===== config.mk =====
export PLATFORM = sky130hd
export DESIGN_NAME = qpsk_mimo_modulator
export DESIGN_NICKNAME = d
export VERILOG_FILES = /design/src/rtl/qpsk_mimo_modulator.sv
export SDC_FILE = /design/constraint.sdc
export NUM_CORES = 2
export LEC_CHECK = 0
export CAP_MARGIN = 5
export CORE_ASPECT_RATIO = 1.5
export CORE_MARGIN = 1
export CORE_UTILIZATION = 62
export DETAILED_ROUTE_END_ITERATION = 8
export PLACE_DENSITY = 0.95
export SLEW_MARGIN = 20
export SYNTH_ARGS = -nofsm -noshare
export SYNTH_HDL_FRONTEND = slang
export SYNTH_SLANG_ARGS = --single-unit

===== constraint.sdc =====
create_clock -name i_clk -period 35.2 [get_ports i_clk]
set_input_delay 10.56 -clock i_clk [delete_from_list [all_inputs] [get_ports i_clk]]
set_output_delay 10.56 -clock i_clk [all_outputs]
set_load 0.1 [all_outputs]

===== src/rtl/qpsk_mimo_modulator.sv =====
// Serial bits -> four QPSK symbols -> y_hat = R*x with upper-triangular R, add/subtract only.
// Optional feature macro MOD_NOISE_EN: deterministic 4-bit LFSR noise added to each y_i.
module qpsk_mimo_modulator #(
    parameter int R_W = 16,
    parameter int Y_W = 20
) (
    input  logic              i_clk,
    input  logic              i_reset_n,
    input  logic              i_r_load,
    input  logic [20*R_W-1:0] i_r,
    input  logic              i_bit_vld,
    input  logic              i_bit,
    output logic              o_bit_rdy,
    output logic              o_vld,
    input  logic              i_rdy,
    output logic [8*Y_W-1:0]  o_y_hat,
    output logic              o_busy
);

    typedef enum logic [1:0] {COLLECT, CALC, OUT} state_t;

    state_t              state, state_nxt;
    logic [2:0]          bit_cnt;
    logic [7:0]          bits;
    logic [20*R_W-1:0]   r_reg;
    logic [1:0]          row;
    logic                vld;
    logic                accept;
    logic                take;
    logic signed [Y_W-1:0] row_re, row_im;
    logic signed [Y_W-1:0] y_re, y_im;
    logic signed [R_W-1:0] ra, rb;
    logic signed [Y_W-1:0] a, b;
    int unsigned           k;

    assign accept    = (state == COLLECT) && i_bit_vld;
    assign take      = (state == OUT) && vld && i_rdy;
    assign o_vld     = vld;

    always_comb begin
        state_nxt = state;
        o_bit_rdy = 1'b0;
        o_busy    = 1'b1;
        case (state)
            COLLECT: begin
                o_bit_rdy = 1'b1;
                o_busy    = 1'b0;
                if (accept && bit_cnt == 3'd7) state_nxt = CALC;
            end
            CALC:    if (row == 2'd3) state_nxt = OUT;
            OUT:     if (take) state_nxt = COLLECT;
            default: state_nxt = COLLECT;
        endcase
    end

    // Row i sums r_ij*x_j for j>=i; entry (i,j) lives at k = j(j+1)/2 + i.
    // x is +-1 per component, so each product is a pair of conditional negations.
    always_comb begin
        row_re = '0;
        row_im = '0;
        ra     = '0;
        rb     = '0;
        a      = '0;
        b      = '0;
        k      = 0;
        for (int unsigned j = 0; j < 4; j++) begin
            if (j >= 32'(row)) begin
                k      = (j * (j + 1)) / 2 + 32'(row);
                ra     = r_reg[k*2*R_W +: R_W];
                rb     = r_reg[k*2*R_W + R_W +: R_W];
                a      = Y_W'(ra);
                b      = Y_W'(rb);
                row_re = row_re + (bits[2*j] ? -a : a) - (bits[2*j+1] ? -b : b);
                row_im = row_im + (bits[2*j+1] ? -a : a) + (bits[2*j] ? -b : b);
            end
        end
    end

`ifdef MOD_NOISE_EN
    logic [15:0]       lfsr;
    logic signed [3:0] n_re, n_im;

    assign n_re = lfsr[3:0];
    assign n_im = lfsr[7:4];
    assign y_re = row_re + Y_W'(n_re);
    assign y_im = row_im + Y_W'(n_im);

    always_ff @(posedge i_clk or negedge i_reset_n) begin
        if (!i_reset_n) begin
            lfsr <= 16'hACE1;
        end else if (state == CALC) begin
            lfsr <= {lfsr[14:0], lfsr[15] ^ lfsr[13] ^ lfsr[12] ^ lfsr[10]};
        end
    end
`else
    assign y_re = row_re;
    assign y_im = row_im;
`endif

    always_ff @(posedge i_clk or negedge i_reset_n) begin
        if (!i_reset_n) begin
            state   <= COLLECT;
            bit_cnt <= '0;
            bits    <= '0;
            r_reg   <= '0;
            row     <= '0;
            vld     <= 1'b0;
            o_y_hat <= '0;
        end else begin
            state <= state_nxt;
            if (i_r_load && state != CALC) r_reg <= i_r;
            if (accept) begin
                bits[bit_cnt] <= i_bit;
                bit_cnt       <= bit_cnt + 3'd1;
            end
            if (state == CALC) begin
                o_y_hat[32'(row)*2*Y_W +: 2*Y_W] <= {y_im, y_re};
                row <= row + 2'd1;
            end
            // o_vld rises one cycle after entering OUT, giving the 4+1 cycle latency.
            if (take) begin
                vld <= 1'b0;
            end else if (state == OUT) begin
                vld <= 1'b1;
            end
        end
    end

endmodule


==> impl_summary.md <==
Timing
For the final database, setup skew stands at 26.1 ps. The transition time at the pin with the least slew margin is 1190 ps. The number of hold violations in the final report is 0. Derived from the worst setup path, the maximum achievable clock frequency is 0.0727 GHz. Setup repair after global routing left no endpoint under its margin.

The post-route setup TNS is 0 ps. Setup violations remaining at the end of the flow were counted as 0. The minimum clock period after layout is 13760 ps. The ratio of final minimum period to clock period is 39.1%. The worst pin sits at a relative slew slack of 20.5%.

The final-report max-slew violation count was 0.

Layout
After filler insertion, the fill cell instance count of the layout stands at 3904. The fraction of layout instances using a drive strength above 1 is 15.1%. The final cell count without fillers is 4993.

The top cell types in the final layout, fill and taps aside, are 494 x dfrtp_1, 487 x clkdlybuf4s50_1, 443 x nand2_1. The area overhead of the layout relative to synthesis is 18.3%. The final layout contains 4772 nets.

The register with the most flip-flops in the layout has 320 of them. The library cell used most frequently in the layout, excluding fill and tap cells, is dfrtp_1. The final standard cell utilization of the core is 74.2%.

Critical path
The first element of the critical path is row[0]. By startpoint and endpoint, the worst setup path is classified as reg -> reg. The cell with the largest stage delay on the worst path is o41ai_1. The critical path endpoint category is a register. Data arrives at the worst endpoint at 14240 ps. Setup slack on the worst reg-to-reg path comes out at 21440 ps.

The cell that appears most often on the critical path is ha_1. For the worst setup path, the data required time is 35680 ps. The critical path runs through a total of 40 cells. The startpoint identified for the worst register-to-register timing path is row[0].

The critical path ends at o_y_hat[45]. The capture instance of the worst register-to-register path is o_y_hat[45]. On the critical path the largest part of the delay comes from compound AO/OA/AOI/OAI gates. The worst-case reg-to-reg path depth is 40. In this run the worst path has a maximum fanout of 46. The worst setup path is launched from a register. The maximum single-stage delay on the critical path is 820 ps. The number of buffers and inverters on the critical path is 4.

GRT
Global routing consumed, over all layers together, 44.5% of the routing resources. The first global-routing pass estimated 207 mm of wire. The initial antenna violation count is 15. The number of global-route vias before repair came to 34329. The overall overflow remaining after global route is 0. Entering global routing, the biggest net connects 162 pins.

Yosys
Synthesis handed over a netlist of 3757 instances. In the synthesized netlist the dominant register cell turns out to be dfrtp_1. The synthesized-area fraction occupied by xor and xnor cells is 8.43%.

After synthesis, the largest family of logic cells by area is multiplexers. The synthesized netlist contains 92 unique library cells. The synthesized netlist occupies a cell area of 38300 µm².

Counting flops with an async set or reset pin after synthesis yields a share of 100%. The simple-gate area share of the yosys netlist is 11.9%. The multiplexer area fraction after synthesis is 19.2%. The part of the Yosys area used for sequential elements is 32.4%. The post-synthesis adder-cell area fraction is 11.7%. The flip-flop and latch count after synthesis is 496. Dividing the synthesized area by the synthesized cell count gives 10.2 µm².

The synthesized net count is 4371. Yosys printed 0 warnings. Summing the areas of all compound-gate instances in the mapped netlist gives 12.1% of the synthesized area. The number of enable flip-flop cells after synthesis is 0.

Min path
The path class of the lowest-slack min-delay path is reg -> reg. The startpoint of the worst hold path is o_y_hat[92].

Place
The number of buffers inserted by port buffering is 488. The number of instances in the placed design is 4901. The final estimated routing congestion in global placement is 1.04. The HPWL after detailed placement is 103 mm.

CTS
After clock tree synthesis, the flow added hold-fix buffers numbering 0. The root buffer cell is clkbuf_16. For the worst-skew pair, the clock arrives at the later sink with an insertion delay of 620 ps.

The number of sinks driven by the clock tree is 496. The clock slew at the register clock pins of the worst setup and hold paths is 70 ps. The maximum buffer depth of the clock tree is 3. The buffers inserted during post-CTS setup optimization is 0. The post-CTS resize count is 0. In this run the number of H-tree levels came out at 2.

The CTS tree is done. The number of buffers created by CTS is 45.

Floorplanning
Pin placement for this block handled 489 I/O pins. The total die area is 62800 µm². The initial utilization of the core area, before any placement, comes to 62.7%. The die height is 306 µm. The count of standard-cell rows is 111. The die width is 205 µm. The area of the placeable core is 61100 µm².

Detailed routing
The post-detailed-route via-to-cell ratio is 6.78. The final routed wire length divided by cell count is 27.6 µm. The count of nets left with antenna violations once routing finished came out at 0.

For this run, the detailed router's first-pass iteration total came to 6. The overall via count from detail_route is 33867. Summed over all layers, the routed wires come to 138 mm. For this run, design rule violations remaining after detail routing come to 0. The violation count after the first detailed-routing iteration is 3525.

Job
Across the run, the number of max-cap violations was 0.

Outcome
The flow ran to the end, and the final reports show no timing, DRC or antenna violations.
-- area by class of cell --
class                           instances  area, µm²  area share (%)
Sequential cell                       496      12400            27.4
Inverter                              205        769            1.70
Antenna cell                            9       22.5          0.0497
Clock buffer                           61       1260            2.77
Clock inverter                         21        307           0.676
Multi-Input combinational cell       2876      24300            53.6
Tap cell                              791        990            2.18
Timing Repair Buffer                  534       5270            11.6
-- worst min path at each step --
stage | endpoint | slack, ps | depth (start not counted)
6_report | o_y_hat[92] | 490 | 2
4_1_cts | state[0] | 490 | 1
2_1_floorplan | state[0] | 440 | 1
3_5_place_dp | o_y_hat[92] | 470 | 2
5_1_grt | o_y_hat[93] | 500 | 2
3_3_place_gp | o_y_hat[149] | 460 | 2
-- through the flow --
step / setup WS, ps / hold WS, ps / area (µm²)
final: 21440 / 485 / 45300
after global routing: 20500 / 505 / 45300
after CTS: 21640 / 486 / 45300
after detailed placement: 21090 / 472 / 43700
after global placement: 21150 / 461 / 43700
after floorplan: 21920 / 443 / 38300
-- cells in the mapped netlist, drive strengths merged, types with 7 or more instances --
cell type | instances | area [µm²]
dfrtp | 496 | 12400
nand2 | 443 | 1660
mux2 | 363 | 4090
xnor2 | 218 | 1910
o21ai | 214 | 1070
nor2 | 211 | 792
inv | 205 | 769
a21oi | 171 | 871
ha | 169 | 2110
xor2 | 132 | 1160
clkbuf | 130 | 495
mux4 | 126 | 2900
fa | 119 | 2380
or3 | 62 | 395
a21o | 50 | 375
buf | 50 | 360
nor3 | 46 | 230
nand2b | 44 | 275
a22o | 40 | 350
nand3 | 37 | 185
mux2i | 34 | 365
nor2b | 34 | 213
o21a | 30 | 225
o21bai | 30 | 225
a211oi | 22 | 165
and2 | 21 | 131
o31ai | 20 | 150
and3 | 18 | 113
or2 | 18 | 115
a22oi | 14 | 105
a31oi | 14 | 87.6
nor4 | 14 | 93.8
a221oi | 13 | 114
a32oi | 11 | 96.3
a32o | 10 | 100
o211ai | 10 | 88.8
or4 | 10 | 82.6
a2bb2oi | 8 | 70.1
nand4 | 8 | 50.1
nand4b | 8 | 70.1
a221o | 7 | 70.1
nand3b | 7 | 52.6
o22ai | 7 | 43.8
-- per-layer routing --
| metal | wire, µm | vias up | track usage [%] |
|---|---|---|---|
| met5 | 44 | - | 0 |
| met4 | 16100 | 6 | 42.8 |
| met3 | 13900 | 880 | 11.8 |
| met2 | 63700 | 2713 | 70.5 |
| met1 | 44000 | 16158 | 47.5 |
| li1 | - | 14110 | - |
-- tightest hold or removal path, cell delays in order, from the launching register on --
cell and delay [ps]:
dfrtp_1 340, nand2_1 50, o21ai_0 60
-- cells by family after synthesis --
group | Yosys count
and+or+nand+nor | 992
DFF | 496
muxes | 523
AOI/OAI and AO/OA | 716
buffers and inverters | 385
xor gates and xnor gates | 357
adders and majority gates | 288
Power is left out: the tool's default activity adds up to more than one toggle a clock period on the data nets, which glitch-free logic cannot reach.
